$ cat src/rtl/reg_scoreboard.sv
// reg_scoreboard: register-file hazard controller for the instruction-decode stage.
//
// Tracks the destination registers of in-flight instructions with a small pending-write
// counter per register. Decode is held off while a source it reads is still pending, or while
// its destination counter is already full. Writeback releases one pending write per cycle.
// Register 0 is hard-wired zero and is never tracked.
//
// Optional feature (macro SCB_BYPASS_EN):
//   defined   - a source whose only pending write retires this cycle is not a hazard, so the
//               dependent instruction issues in the same cycle as the writeback (data forwarded).
//   undefined - no bypass; the dependent instruction issues the cycle after writeback.
//
// Ports:
//   clk, rst                  clock (rising edge), asynchronous active-high reset
//   id_valid / id_ready       decode handshake; issue = id_valid & id_ready
//   id_rs1, id_rs1_used       source 1 index and read enable
//   id_rs2, id_rs2_used       source 2 index and read enable
//   id_rd, id_rd_wen          destination index and write enable
//   wb_valid, wb_rd           writeback retiring a write to wb_rd
//   flush                     kill all in-flight tracking
//   stall_cnt                 saturating count of cycles decode was stalled
//   err_underflow             sticky: writeback to a register with no pending write
module reg_scoreboard #(
    parameter int unsigned NUM_REGS = 32,
    parameter int unsigned ADDR_W   = 5,
    parameter int unsigned CNT_W    = 2
) (
    input  logic              clk,
    input  logic              rst,
    input  logic              id_valid,
    output logic              id_ready,
    input  logic [ADDR_W-1:0] id_rs1,
    input  logic              id_rs1_used,
    input  logic [ADDR_W-1:0] id_rs2,
    input  logic              id_rs2_used,
    input  logic [ADDR_W-1:0] id_rd,
    input  logic              id_rd_wen,
    input  logic              wb_valid,
    input  logic [ADDR_W-1:0] wb_rd,
    input  logic              flush,
    output logic [31:0]       stall_cnt,
    output logic              err_underflow
);

    localparam logic [CNT_W-1:0] CMAX = '1;
    localparam logic [CNT_W-1:0] CONE = CNT_W'(1);

    logic [CNT_W-1:0] cnt_q [NUM_REGS];
    logic [CNT_W-1:0] cnt_d [NUM_REGS];
    logic [31:0]      stall_q, stall_d;
    logic             err_q, err_d;

    logic rs1_hz, rs2_hz, waw_full, issue;

    // A source is a hazard when it is read, non-zero and still has a pending write.
    always_comb begin
        rs1_hz = id_rs1_used && (id_rs1 != '0) && (cnt_q[id_rs1] != '0);
        rs2_hz = id_rs2_used && (id_rs2 != '0) && (cnt_q[id_rs2] != '0);
`ifdef SCB_BYPASS_EN
        // The last pending write retiring this cycle is forwarded, so it no longer blocks.
        if (cnt_q[id_rs1] == CONE && wb_valid && wb_rd == id_rs1) begin
            rs1_hz = 1'b0;
        end
        if (cnt_q[id_rs2] == CONE && wb_valid && wb_rd == id_rs2) begin
            rs2_hz = 1'b0;
        end
`endif
        waw_full = id_rd_wen && (id_rd != '0) && (cnt_q[id_rd] == CMAX);
        id_ready = !flush && !rs1_hz && !rs2_hz && !waw_full;
        issue    = id_valid && id_ready;
    end

    always_comb begin
        for (int r = 0; r < NUM_REGS; r++) begin
            logic inc_r;
            logic dec_r;
            inc_r    = 1'b0;
            dec_r    = 1'b0;
            cnt_d[r] = cnt_q[r];
            if (r != 0) begin
                if (flush) begin
                    cnt_d[r] = '0;
                end else begin
                    inc_r    = issue && id_rd_wen && (id_rd == ADDR_W'(r));
                    dec_r    = wb_valid && (wb_rd == ADDR_W'(r)) && (cnt_q[r] != '0);
                    cnt_d[r] = cnt_q[r] + {{(CNT_W-1){1'b0}}, inc_r}
                                        - {{(CNT_W-1){1'b0}}, dec_r};
                end
            end
        end
    end

    always_comb begin
        stall_d = stall_q;
        if (id_valid && !id_ready && !flush && stall_q != 32'hFFFF_FFFF) begin
            stall_d = stall_q + 32'd1;
        end
        // A writeback dropped by flush is not an error; one arriving after it is.
        err_d = err_q;
        if (wb_valid && wb_rd != '0 && cnt_q[wb_rd] == '0 && !flush) begin
            err_d = 1'b1;
        end
    end

    always_ff @(posedge clk or posedge rst) begin
        if (rst) begin
            for (int r = 0; r < NUM_REGS; r++) begin
                cnt_q[r] <= '0;
            end
            stall_q <= '0;
            err_q   <= 1'b0;
        end else begin
            for (int r = 0; r < NUM_REGS; r++) begin
                cnt_q[r] <= cnt_d[r];
            end
            stall_q <= stall_d;
            err_q   <= err_d;
        end
    end

    assign stall_cnt     = stall_q;
    assign err_underflow = err_q;

endmodule
$ cat config.mk
export PLATFORM = sky130hd
export DESIGN_NAME = reg_scoreboard
export DESIGN_NICKNAME = d
export VERILOG_FILES = /design/src/rtl/reg_scoreboard.sv
export SDC_FILE = /design/constraint.sdc
export NUM_CORES = 1
export LEC_CHECK = 0
export CORE_MARGIN = 2
export CORE_UTILIZATION = 40
export CTS_BUF_LIST = sky130_fd_sc_hd__clkbuf_4 sky130_fd_sc_hd__clkbuf_8 sky130_fd_sc_hd__clkbuf_16
export DETAILED_ROUTE_END_ITERATION = 7
export SLEW_MARGIN = 20
export SYNTH_ARGS = -nofsm -noshare
export SYNTH_HDL_FRONTEND = slang
export SYNTH_SLANG_ARGS = --single-unit
$ cat constraint.sdc
create_clock -name clk -period 9.52 [get_ports clk]
set_input_delay 1.904 -clock clk [delete_from_list [all_inputs] [get_ports clk]]
set_output_delay 1.904 -clock clk [all_outputs]
set_load 0.005 [all_outputs]
==> metrics.md <==
| Metric | Value |
|---|---|
| R2R setup slack | 5390 ps |
| Fin. max-slew vios | 0 |
| Die W | 136.6 um |
| Die Footprint | 18670 um^2 |
| Slew Limit Headroom | 0.2489 |
| Fill count | 1631 |
| Unique masters post-synth | 48 |
| Resized Gates After CTS | 0 |
| TritonCTS buffer count | 9 |
| CP endpoint kind | output pin |
| Vias/cell | 5.744 |
| Status | finished, final reports clean |
| CTS tree | done |
| Top cell type's share of synthesized area | 0.3378 |
| Reg2Reg Depth | 15 |
| Post-Synthesis Cells | 730 |
| Hold path start | err_underflow |
| Required time of the critical path | 7620 ps |
| Post-synth top area cell | dfrtp_1 |
| CP Launch Type | primary input |
| Worst hold slack | 485.5 ps |
| Async set-reset flop share out of synthesis | 1.000 |
| RSZ-0062 raised after global routing | no |
| Count of flip-flops with a built-in enable after synthesis | 0 |
| Setup repair bufs after CTS | 0 |
| Flops & latches, synth | 95 |
| Reg2reg end | cnt_q[17] |
| Vias in the first global route | 5793 |
| Max-cap violations | 0 |
| Hold Path Stages | 1 |
| Clock latency on the worst-skew pair | 360 ps |
| Via count | 5750 |
| Clock sinks | 95 |
| Boundary Pins | 62 |
| Clk_skew | 7.414 ps |
| Area delta synth->final | 15.34% |
| Placed Cells | 985 |
| Sequential-to-total area share from yosys stat | 0.3378 |
| Fraction of layout cells with a size suffix above 1 | 0.08892 |
| Fin crit share | 0.7841 |
| Reg-to-reg critical path startpoint | cnt_q[50] |
| CTS H-tree lvls | 3 |
| DRT Pass-1 Iters | 8 |
| Critical Path AT | 5560 ps |
| Setup tns final | 0 ps |
| Syn nets | 821 |
| Final setup viols | 0 |
| Final #Nets | 862 |
| DRC viols | 0 |
| HPWL reported at the end of detailed placement | 14130 um |
| Netlist Area Pre-Place | 7038 um^2 |
| Global route overflow | 0 |
| Die Y | 136.6 um |
| DR iter-0 viols | 421 |
| Pwr Density | 117.0 nW/um^2 |
| Initial core utilization | 0.4083 |
| Post-layout minimum cycle time | 7465 ps |
| Leakage power | 3.773 nW |
| YS warnings | 0 |
| Worst Hold Class | reg2reg |
| Area contributors post-synth | dfrtp_1, ha_1, mux4_2, xnor2_1, nor2_1 |
| Overall power | 0.9496 mW |
| Avg Cell Area, Syn | 9.641 um^2 |
| Footprint of the multi-input gates | 4343 um^2 |
| Post-Layout Cell Count | 1001 |
| Hold-fix buffers at CTS | 0 |
| Final GP Congestion | 0.9387 |
| Slew @ Worst Pin | 1122 ps |
| Root buf cell | clkbuf_16 |
| Largest net degree at the start of global routing | 67 |
| # diodes | 0 |
| Routed len/inst | 19.02 um |
| Hold EP | err_underflow |
| Post-route cell area | 8118 um^2 |
| Worst Setup Path Type | in2out |
| Antenna-violating nets left | 0 |
| Port Buffers | 61 |
| GRT Util Overall | 0.2187 |
| Register area | 2377 um^2 |
| Fmax | 134.0 MHz |
| Post-DP Area | 7792 um^2 |
| Peak supply drop | 0.08424 mV |
| # rows | 48 |
| Initial antenna violation count | 0 |
| Top FF cell, synth | dfrtp_1 |
| First-pass GRT wire length | 31220 um |
| CORE AREA | 17240 um^2 |
| Worst-path fanout max | 35 |
| WL final | 19040 um |
| Reg clk slew, reported paths | 70 ps |
| Final Hold Violating Endpoints | 0 |
| Clk buf depth | 2 |
## report_power, final
| group | switching (mW) | internal (mW) | leakage [nW] | total, mW |
|---|---|---|---|---|
| Combinational | 0.0703 | 0.0504 | 2.30 | 0.121 |
| Sequential | 0.0120 | 0.412 | 1.32 | 0.424 |
| Clock | 0.167 | 0.238 | 0.151 | 0.405 |
## through the flow
stage	util	setup WS, ps
floorplan	-	3696
global placement	0.4521	1955
detailed placement	0.4521	1811
CTS	0.4713	1809
global route	0.4710	1876
finish	0.4710	2055
## state kept, by name, indices dropped and copies added, names as in the netlist
signal         count
cnt_q             62
stall_cnt         32
err_underflow      1
## cell usage in the layout, fill, tap and decap left out, types with 3 or more instances in the layout
| cell | netlist | layout |
|---|---|---|
| a211oi_1 | 6 | 6 |
| a21oi_1 | 11 | 11 |
| a22oi_1 | 3 | 3 |
| and2_1 | 5 | 5 |
| and3_1 | 20 | 20 |
| buf_4 | 2 | 6 |
| clkbuf_16 | 0 | 9 |
| clkdlybuf4s50_1 | 0 | 59 |
| clkinvlp_4 | 0 | 3 |
| dfrtp_1 | 95 | 95 |
| ha_1 | 63 | 63 |
| inv_1 | 36 | 35 |
| mux2_2 | 7 | 7 |
| mux2i_1 | 6 | 6 |
| mux4_2 | 31 | 31 |
| nand2_1 | 41 | 41 |
| nand2b_1 | 5 | 5 |
| nand3_1 | 29 | 29 |
| nand4_1 | 34 | 34 |
| nor2_1 | 85 | 85 |
| nor2b_1 | 38 | 38 |
| nor3_1 | 48 | 48 |
| nor3b_1 | 5 | 5 |
| o211ai_1 | 3 | 3 |
| o21ai_0 | 5 | 5 |
| or3_1 | 3 | 3 |
| xnor2_1 | 58 | 58 |
| xor2_1 | 31 | 31 |
## worst max-delay path by stage
stage                   start        to  slack [ps]  cells after the start
floorplan            id_rd[0]  id_ready        3700                     10
global placement     id_rd[1]  id_ready        1960                     11
detailed placement   id_rd[1]  id_ready        1810                     11
CTS                  id_rd[1]  id_ready        1810                     11
global route        id_rs2[1]  id_ready        1880                     11
finish               id_rd[0]  id_ready        2050                     10
## metal layers
layer  part of all wire  vias to the layer above  global-route usage
met5                  0                        -                   0
li1                   -                     2657                   -
met1               0.43                     2773              0.2899
met2               0.46                      268              0.3417
met4              0.035                        0              0.1076
met3              0.076                       52             0.04296
## synthesized netlist by cell type, types with 2 or more instances
master     count
dfrtp_1       95
nor2_1        85
ha_1          63
xnor2_1       58
nor3_1        48
nand2_1       41
nor2b_1       38
inv_1         36
nand4_1       34
mux4_2        31
xor2_1        31
nand3_1       29
clkbuf_1      22
and3_1        20
a21oi_1       11
buf_2          8
mux2_2         7
a211oi_1       6
mux2i_1        6
and2_1         5
nand2b_1       5
nor3b_1        5
o21ai_0        5
a22oi_1        3
buf_6          3
o211ai_1       3
or3_1          3
a2111oi_0      2
buf_1          2
buf_4          2
nand3b_1       2
nor4_4         2
o22ai_1        2
o41ai_1        2
or2_2          2
## logic make-up (layout without fill, tap and decap cells)
group | Yosys count | count (layout) | share of synthesized area
AOI/OAI and AO/OA | 43 | 43 | 0.04160
and+or+nand+nor | 322 | 322 | 0.2338
DFF | 95 | 95 | 0.3378
xor gates and xnor gates | 89 | 89 | 0.1108
muxes | 44 | 44 | 0.1189
buffers and inverters | 74 | 120 | 0.04515
adders and majority gates | 63 | 63 | 0.1120
## critical path, stage by stage
cell	delay, ps
clkdlybuf4s50_1	630
buf_4	350
mux4_2	570
mux4_2	460
o2bb2ai_1	150
or3_1	320
buf_4	270
nor2_2	120
buf_4	250
clkdlybuf4s50_1	540
## layout make-up
class,count,area share
Clock buffer,10,0.02944
Clock inverter,6,0.01125
Inverter,37,0.01726
Multi-Input combinational cell,561,0.5350
Sequential cell,95,0.2928
Tap cell,225,0.03468
Timing Repair Buffer,67,0.07953
No activity file was read; power rests on OpenSTA's default activity.
